--- config.mk ---
export PLATFORM = sky130hd
export DESIGN_NAME = mul_div_unit
export DESIGN_NICKNAME = d
export VERILOG_FILES = /design/src/rtl/muldiv_pkg.sv /design/src/rtl/muldiv_iter_step.sv /design/src/rtl/mul_div_unit.sv
export SDC_FILE = /design/constraint.sdc
export NUM_CORES = 1
export LEC_CHECK = 0
export CAP_MARGIN = 20
export CORE_MARGIN = 4
export CORE_UTILIZATION = 35
export DETAILED_ROUTE_END_ITERATION = 8
export GPL_ROUTABILITY_DRIVEN = 0
export PLACE_DENSITY = 0.52
export SLEW_MARGIN = 40
export SYNTH_ARGS = -nofsm -noshare
export SYNTH_HDL_FRONTEND = slang
export SYNTH_SLANG_ARGS = --single-unit
--- constraint.sdc ---
create_clock -name clk -period 3.65 [get_ports clk]
set_input_delay 0.5475 -clock clk [delete_from_list [all_inputs] [get_ports clk]]
set_output_delay 0.5475 -clock clk [all_outputs]
set_load 0.1 [all_outputs]
--- src/rtl/muldiv_pkg.sv ---
// muldiv_pkg: shared constants, op bit positions and FSM states for the multiply/divide unit
//   OP_DIV_BIT       op bit selecting divide (1) or multiply (0)
//   OP_UNS_BIT       op bit selecting unsigned operation (honoured only with MULDIV_UNSIGNED_EN)
//   MULDIV_MIN_WIDTH / MULDIV_MAX_WIDTH  legal operand width range
package muldiv_pkg;
    localparam int MULDIV_MIN_WIDTH = 8;
    localparam int MULDIV_MAX_WIDTH = 64;
    localparam int OP_DIV_BIT = 0;
    localparam int OP_UNS_BIT = 1;
    typedef enum logic [1:0] {IDLE, CALC, FIX, DONE} state_t;
endpackage

--- src/rtl/muldiv_iter_step.sv ---
// muldiv_iter_step: one combinational shift-add (multiply) or restoring shift-subtract (divide) iteration
//   div      1 = divide step, 0 = multiply step
//   hi, lo   current accumulator halves (multiply: partial product / multiplier, divide: remainder / dividend-quotient)
//   m        multiplicand magnitude or divisor magnitude
//   hi_next, lo_next  accumulator after this iteration
module muldiv_iter_step #(
    parameter int WIDTH = 32
) (
    input  logic             div,
    input  logic [WIDTH-1:0] hi,
    input  logic [WIDTH-1:0] lo,
    input  logic [WIDTH-1:0] m,
    output logic [WIDTH-1:0] hi_next,
    output logic [WIDTH-1:0] lo_next
);
    logic [WIDTH:0]   sum;
    logic [WIDTH:0]   sh;
    logic [WIDTH-1:0] rem;
    logic             borrow;
    logic             unused_top;

    // Remainder is always below the divisor, so bit WIDTH of the difference is never needed.
    assign sum = {1'b0, hi} + (lo[0] ? {1'b0, m} : '0);
    assign sh  = {hi, lo[WIDTH-1]};
    assign {borrow, unused_top, rem} = {1'b0, sh} - {2'b00, m};

    assign hi_next = div ? (borrow ? sh[WIDTH-1:0] : rem) : sum[WIDTH:1];
    assign lo_next = div ? {lo[WIDTH-2:0], ~borrow} : {sum[0], lo[WIDTH-1:1]};
endmodule

--- src/rtl/mul_div_unit.sv ---
// mul_div_unit: iterative signed (optionally unsigned) multiply/divide, fixed WIDTH+2 edge latency
//   clk, reset (async, active low)
//   start, op[1:0] (bit0 divide, bit1 unsigned), abort, a, b   request side
//   busy, done, div_zero, hi_out, lo_out                       result side
//   Macro MULDIV_UNSIGNED_EN enables unsigned operation via op[1].
module mul_div_unit
    import muldiv_pkg::*;
#(
    parameter int WIDTH = 32
) (
    input  logic             clk,
    input  logic             reset,
    input  logic             start,
    input  logic [1:0]       op,
    input  logic             abort,
    input  logic [WIDTH-1:0] a,
    input  logic [WIDTH-1:0] b,
    output logic             busy,
    output logic             done,
    output logic             div_zero,
    output logic [WIDTH-1:0] hi_out,
    output logic [WIDTH-1:0] lo_out
);
    localparam int CW = $clog2(WIDTH + 1);

    state_t             state, state_next;
    logic [CW-1:0]      cnt;
    logic [WIDTH-1:0]   acc_hi, acc_lo, m, step_hi, step_lo, ma, mb, fix_hi, fix_lo;
    logic [2*WIDTH-1:0] prod;
    logic               is_div, neg_q, neg_r, dz, uns, sa, sb;

`ifdef MULDIV_UNSIGNED_EN
    assign uns = op[OP_UNS_BIT];
`else
    logic unused_op;
    assign uns = 1'b0;
    assign unused_op = op[OP_UNS_BIT];
`endif

    // Magnitudes at accept; the most-negative value maps onto its unsigned magnitude.
    assign sa = ~uns & a[WIDTH-1];
    assign sb = ~uns & b[WIDTH-1];
    assign ma = sa ? -a : a;
    assign mb = sb ? -b : b;

    muldiv_iter_step #(.WIDTH(WIDTH)) u_step (
        .div    (is_div),
        .hi     (acc_hi),
        .lo     (acc_lo),
        .m      (m),
        .hi_next(step_hi),
        .lo_next(step_lo)
    );

    // With a zero divisor the remainder path already yields |dividend|; the sign fix restores the dividend.
    assign prod   = neg_q ? -{acc_hi, acc_lo} : {acc_hi, acc_lo};
    assign fix_hi = is_div ? (neg_r ? -acc_hi : acc_hi) : prod[2*WIDTH-1:WIDTH];
    assign fix_lo = is_div ? (dz ? '1 : (neg_q ? -acc_lo : acc_lo)) : prod[WIDTH-1:0];

    assign busy = state != IDLE;
    assign done = state == DONE;

    always_ff @(posedge clk or negedge reset) begin
        if (!reset) state <= IDLE;
        else        state <= state_next;
    end

    // CALC lasts WIDTH+1 cycles: WIDTH iterations, then the count reaching WIDTH moves to FIX.
    always_comb begin
        state_next = state;
        case (state)
            IDLE: state_next = start ? CALC : IDLE;
            CALC: state_next = abort ? IDLE : (cnt == CW'(WIDTH) ? FIX : CALC);
            FIX:  state_next = abort ? IDLE : DONE;
            DONE: state_next = IDLE;
            default: state_next = IDLE;
        endcase
    end

    always_ff @(posedge clk or negedge reset) begin
        if (!reset) begin
            cnt      <= '0;
            acc_hi   <= '0;
            acc_lo   <= '0;
            m        <= '0;
            is_div   <= 1'b0;
            neg_q    <= 1'b0;
            neg_r    <= 1'b0;
            dz       <= 1'b0;
            div_zero <= 1'b0;
            hi_out   <= '0;
            lo_out   <= '0;
        end else if (state == IDLE && start) begin
            cnt    <= '0;
            acc_hi <= '0;
            acc_lo <= op[OP_DIV_BIT] ? ma : mb;
            m      <= op[OP_DIV_BIT] ? mb : ma;
            is_div <= op[OP_DIV_BIT];
            neg_q  <= sa ^ sb;
            neg_r  <= sa;
            dz     <= op[OP_DIV_BIT] && b == '0;
        end else if (state == CALC && cnt != CW'(WIDTH)) begin
            cnt    <= cnt + 1'b1;
            acc_hi <= step_hi;
            acc_lo <= step_lo;
        end else if (state == FIX && !abort) begin
            hi_out   <= fix_hi;
            lo_out   <= fix_lo;
            div_zero <= dz;
        end
    end
endmodule

Word level (Yosys, flattened, before mapping):

Cells that the tools add are included.
Widths: inputs -> output; s select.

* register bits after elaboration: 173
* input port bits: 70
* output and inout bits: 67

* add/subtract/negate cells: 8
* eq/ne operators: 5
* multiplexer cells: 25
* bitwise logic cells: 4
* reductions and logical operators: 10

Operator list (count)
* $mux 32: 17
* $neg 32->32: 4
* $mux 64: 1
* $neg 64->64: 1
* $sub 33x32->34: 1
* $add 32x33->33: 1
* $logic_not 32->1: 1
* $mux 6: 2
* $pmux 2 s4: 1
* $add 6x1->6 const B: 1
* $eq 6x6->1 const B: 1
* $mux 2: 3
* $ne 6x6->1 const B: 1
* $eq 2x2->1 const B: 2
* $logic_and 1x1->1: 4
* $reduce_bool 2->1: 2
* $not 1->1: 3
* $reduce_and 3->1: 1
* $eq 2x1->1 const B: 1
* $logic_not 2->1: 1
* $logic_not 1->1: 1
* $mux 1: 1
* $xor 1x1->1: 1

Depth between registers and ports, before layout:

* depth in word-level cells: 5
* depth in mapped cells: 14

By module:

A second synthesis with hierarchy kept.

* cells, all modules: 1951
* area, all modules: 15429.8 µm²

Modules (own cells, without submodules)
* mul_div_unit: instances 1, cells each 1272, area each 10769.1 µm², sequential area each 4329.2 µm²
* muldiv_iter_step: instances 1, cells each 679, area each 4660.7 µm², sequential area each 0.0 µm²

Worst setup path after synthesis:

OpenSTA, ideal clock, no wires.

* path kind: register to register
* start: reg acc_lo[0]
* end: reg acc_hi[29]
* setup time: 0.126 ns
* arrival: 3.223 ns
* data required time: 3.524 ns
* path slack: 0.301 ns
* stages on the path, launching flop included: 14
* path buffers: 1
* period minus slack after synthesis: 3.349 ns
* path through: dfrtp_1 inv_1 clkbuf_1 nor2_1 ha_1 a21o_1 or3_1 o22a_1 a211oi_1 o221ai_1 a41oi_1 xor2_1 o21ai_0 a221o_1

* longest elaborated chain between the ends: 5

RTL lines
* from (decl): line mul_div_unit.sv:28 `logic [WIDTH-1:0] acc_hi, acc_lo, m, step_hi, step_lo, ma, mb, fix_hi, fix_lo;`
* from (signal assigned): line mul_div_unit.sv:96 `acc_lo <= op[OP_DIV_BIT] ? ma : mb;`
* from (signal assigned): line mul_div_unit.sv:105 `acc_lo <= step_lo;`
* $mux 32: line muldiv_iter_step.sv:23 `assign sum = {1'b0, hi} + (lo[0] ? {1'b0, m} : '0);`
* $add 32x33->33: line muldiv_iter_step.sv:23
* $mux 32: line muldiv_iter_step.sv:27 `assign hi_next = div ? (borrow ? sh[WIDTH-1:0] : rem) : sum[WIDTH:1];`
* $mux 32: line mul_div_unit.sv:102 `end else if (state == CALC && cnt != CW'(WIDTH)) begin`
* $mux 32: line mul_div_unit.sv:93 `end else if (state == IDLE && start) begin`
* to (signal assigned): line mul_div_unit.sv:104 `acc_hi <= step_hi;`
* to (decl): line mul_div_unit.sv:28

Every way passes these cells. The select of a mux whose other input is x is not followed.
A chain may end at the register's enable or synchronous reset.

Final worst setup path:

* start: reg acc_lo[0]
* end: reg acc_hi[27]

The elaborated chain is that of the path after synthesis.

==> out/summary.log <==
INFO  worst_setup_path start_kind=flip-flop
INFO  placed_design  place.detailed.instances=2561
INFO  clock_network  clock_insertion_delay_worst_skew=0.47ns
INFO  global_route   grt_util_all_layers=0.221
INFO  logic_synthesis dominantRegCellSynth=dfrtp_1
INFO  clock_network  cts_tree=yes
INFO  worst_setup_path worstReg2RegStart=acc_lo[0]
INFO  logic_synthesis syn-instance-count=1870
INFO  die            dieArea=45100um2
INFO  worst_setup_path timing_worst_setup_path_type=flip-flop to flip-flop
INFO  power          irDropWorstVdd=0.297mV
INFO  power          share_clk_of_total_power=0.126
INFO  power          sequentialPowerShare=0.215
INFO  route          first_iter_violations=1077
INFO  finish         final_cell_count_no_fill=2593
INFO  global_route   globalRoute.totalOverflow=0
INFO  timing         setup_viol=0
INFO  die            die_w=212um
INFO  timing         finalCritPeriodShare=0.950
INFO  power          power.density_cell_area=846nW/um2
INFO  clock_network  htreeDepth=4
INFO  timing         rsz_0062_raised_after_global_routing=false
INFO  worst_setup_path crit_path_max_fanout=4
INFO  placed_design  dpl.hpwl=39300um
INFO  clock_network  cts.root.buffer_cell=clkbuf_16
INFO  route          detail_route.drc_violations=0
INFO  route          wl_per_cell=19.5um
INFO  die            start_util=0.356
INFO  logic_synthesis synth-async-reset-ratio=1.00
INFO  logic_synthesis syn-num-nets=2012
INFO  finish         nets=2190
INFO  power          power.switching=0.00757W
INFO  die            num_rows=74
INFO  route          residual_antenna_violating_net_count_after_detailed_routing=0
INFO  power          p_leak=7.93nW
INFO  worst_setup_path endpoint_kind=flip-flop
INFO  worst_setup_path crit_arrival=3.79ns
INFO  power          power_frac_comb=0.659
INFO  route          drt_pass1_iterations=6
INFO  route          avgViaCountPerCell=5.57
INFO  clock_network  cts_max_path_buffers=2
INFO  timing         worstMarginPinSlew=0.719ns
INFO  global_route   vias_in_the_first_global_route=14.0k
INFO  placed_design  numPortBuffers=135
INFO  finish         area_growth=20.6%
INFO  die            fp.dieH=212um
INFO  status         outcome=complete, no violations
INFO  logic_synthesis synth-seq-area-share=0.296
INFO  logic_synthesis post_synthesis_mean_instance_area=7.81um2
INFO  global_route   grt_start_max_net_pins=98
INFO  finish         ant_diodes=0
INFO  clock_network  clk_pin_slew=0.07ns
INFO  flow_run       cap_viol_max_count=0
INFO  worst_setup_path worst_ep_required_time=3.97ns
INFO  timing         finalMaxSlewViolations=0
INFO  timing         fmaxAchievable=288MHz
INFO  finish         drive_gt1_frac=0.147
INFO  min_path       hold_path_class=input port to async pin
INFO  die            coreArea=41000um2
INFO  logic_synthesis syn_std_cell_area=14600um2
INFO  global_route   antenna_found_initial=1
INFO  power          power.switching_fraction=0.508
INFO  route          num_vias=14.4k
INFO  finish         final_core_util=0.430
INFO  power          power.internal=0.00734W
INFO  clock_network  cts_made_buffers=17
INFO  logic_synthesis yosysUniqueCellTypes=73
INFO  logic_synthesis number_of_enable_type_register_cells_in_the_synthesized_netlist=0
INFO  global_route   grt_first_pass_wirelength=78700um
INFO  timing         finalHoldViolations=0
INFO  timing         relSlewSlack=0.520
INFO  timing         period_needed=3.47ns
INFO  worst_setup_path regToRegEndpoint=acc_hi[27]
INFO  logic_synthesis number_of_flip_flops_and_latches_in_the_synthesized_netlist=173
INFO  worst_setup_path reg2reg_depth=14
INFO  route          drt-total-wl=50700um
INFO  worst_setup_path worst-r2r-setup-slack=0.18ns
INFO  logic_synthesis yosysWarningCount=0
INFO  die            floorplan.io_pins=137
INFO  timing         clock_skew=0.0188ns
INFO  clock_network  clock_sink_count=173
## power by group through the flow
stage	combinational, W	clock, W	sequential [W]
after floorplan	0.00620	0	0.00372
after global placement	0.00975	0	0.00323
after detailed placement	0.00970	0	0.00324
after CTS	0.00976	0.00193	0.00320
after global routing	0.0107	0.00197	0.00330
final	0.00982	0.00188	0.00321
## what timing repair did
action | CTS | global route
endpoints found under the setup margin | 1 | 11
setup buffers | 0 | 0
pin swaps | 0 | 2
gates resized for setup | 2 | 8
hold buffers | 0 | 0
## synth_stat cells (all sizes together), types with 18 or more instances
cell type | number | area [um2]
a21oi | 167 | 836
nor2 | 194 | 728
a211oi | 18 | 135
nor4 | 19 | 119
inv | 59 | 221
or3 | 20 | 135
nor3 | 28 | 140
o31ai | 29 | 238
clkbuf | 112 | 420
nand3 | 32 | 160
xor2 | 92 | 806
nand2 | 196 | 736
xnor2 | 83 | 727
mux2i | 54 | 541
a21o | 35 | 263
or4 | 18 | 146
o21ai | 196 | 981
o211ai | 42 | 315
dfrtp | 173 | 4330
ha | 70 | 876
## metal layers
layer  GRT usage  up-vias  wire length [um]  share of wire
met4      0.0666        2              1200          0.024
met3      0.0301       64              2540          0.050
li1            -     7050                 -              -
met1       0.304     6940             23200           0.46
met2       0.362      381             23700           0.47
met5           0        -                13        0.00026
## cell families (layout without fill, tap and decap cells)
family / after synthesis / count (layout) / share of synthesized area
XOR/XNOR: 175 / 175 / 0.105
flip-flops: 173 / 173 / 0.296
buffers and inverters: 187 / 378 / 0.0488
AO/OA/AOI/OAI: 607 / 607 / 0.257
AND/OR/NAND/NOR: 593 / 593 / 0.187
adder cells (fa/ha/maj): 72 / 72 / 0.0627
multiplexers: 63 / 63 / 0.0439
## worst max-delay path, stage by stage, from the launching register on
cell and delay [ns]:
dfrtp_1 0.41, and2_1 0.15, ha_1 0.19, inv_1 0.07, fa_1 0.40, nand2b_1 0.19
a21oi_2 0.24, o22a_2 0.28, a21oi_2 0.10, o211ai_1 0.32, a311oi_2 0.16, buf_4 0.16
xnor2_1 0.11, a222oi_1 0.38, o21ai_0 0.16
## layout make-up
class,instances,area (um2)
fill,4299,23400
clock buffer,21,470
sequential,173,4330
multi-input combinational,1510,9630
inverter,59,221
tap,532,666
timing repair buffer,287,2200
clock inverter,11,109
## registers in the layout (all words and copies together) (netlist names)
register / cells
state: 2
is_div: 1
dz: 1
cnt: 6
hi_out: 32
neg_r: 1
acc_lo: 32
acc_hi: 32
m: 32
div_zero: 1
neg_q: 1
lo_out: 32
## stage by stage
stage / hold WS (ns) / instance area (um2) / TNS [ns] / setup slack, ns / power, W
2_1_floorplan: 0.252 / 14600 / 0 / 0.301 / 0.00992
5_1_grt: 0.137 / 17600 / 0 / 0.0129 / 0.0160
3_3_place_gp: 0.463 / 17300 / -0.641 / -0.170 / 0.0130
4_1_cts: 0.0952 / 17600 / 0 / 0.0448 / 0.0149
3_5_place_dp: 0.466 / 17000 / -0.865 / -0.169 / 0.0129
6_report: 0.0798 / 17600 / 0 / 0.181 / 0.0149
## how the worst max path moves through the flow
stage / startpoint / to / slack [ns] / cells after the start
2_1_floorplan: acc_lo[0] / acc_hi[29] / 0.30 / 13
3_3_place_gp: b[12] / m[30] / -0.17 / 10
3_5_place_dp: b[12] / m[30] / -0.17 / 10
4_1_cts: acc_lo[0] / acc_hi[21] / 0.04 / 14
5_1_grt: acc_lo[0] / acc_hi[27] / 0.01 / 14
6_report: acc_lo[0] / acc_hi[27] / 0.18 / 14
## cells in the final DEF, fill, tap and decap left out, drive strengths merged, types with 11 or more instances in the layout
cell type and count:
nand2b 16, nor3 28, o22ai 12, nand4 12
xnor2 83, clkdlybuf4s50 66, o41ai 16, a21o 35
o31ai 29, mux2i 54, nor4 19, a211oi 18
nor2b 16, and2 11, buf 221, nor2 194
nand3 32, ha 70, clkbuf 21, or3 20
xor2 92, nand2 196, o211ai 42, a21oi 167
dfrtp 173, or4 18, a31oi 14, o21ai 196
inv 62
(Power assumes the default switching activity.)
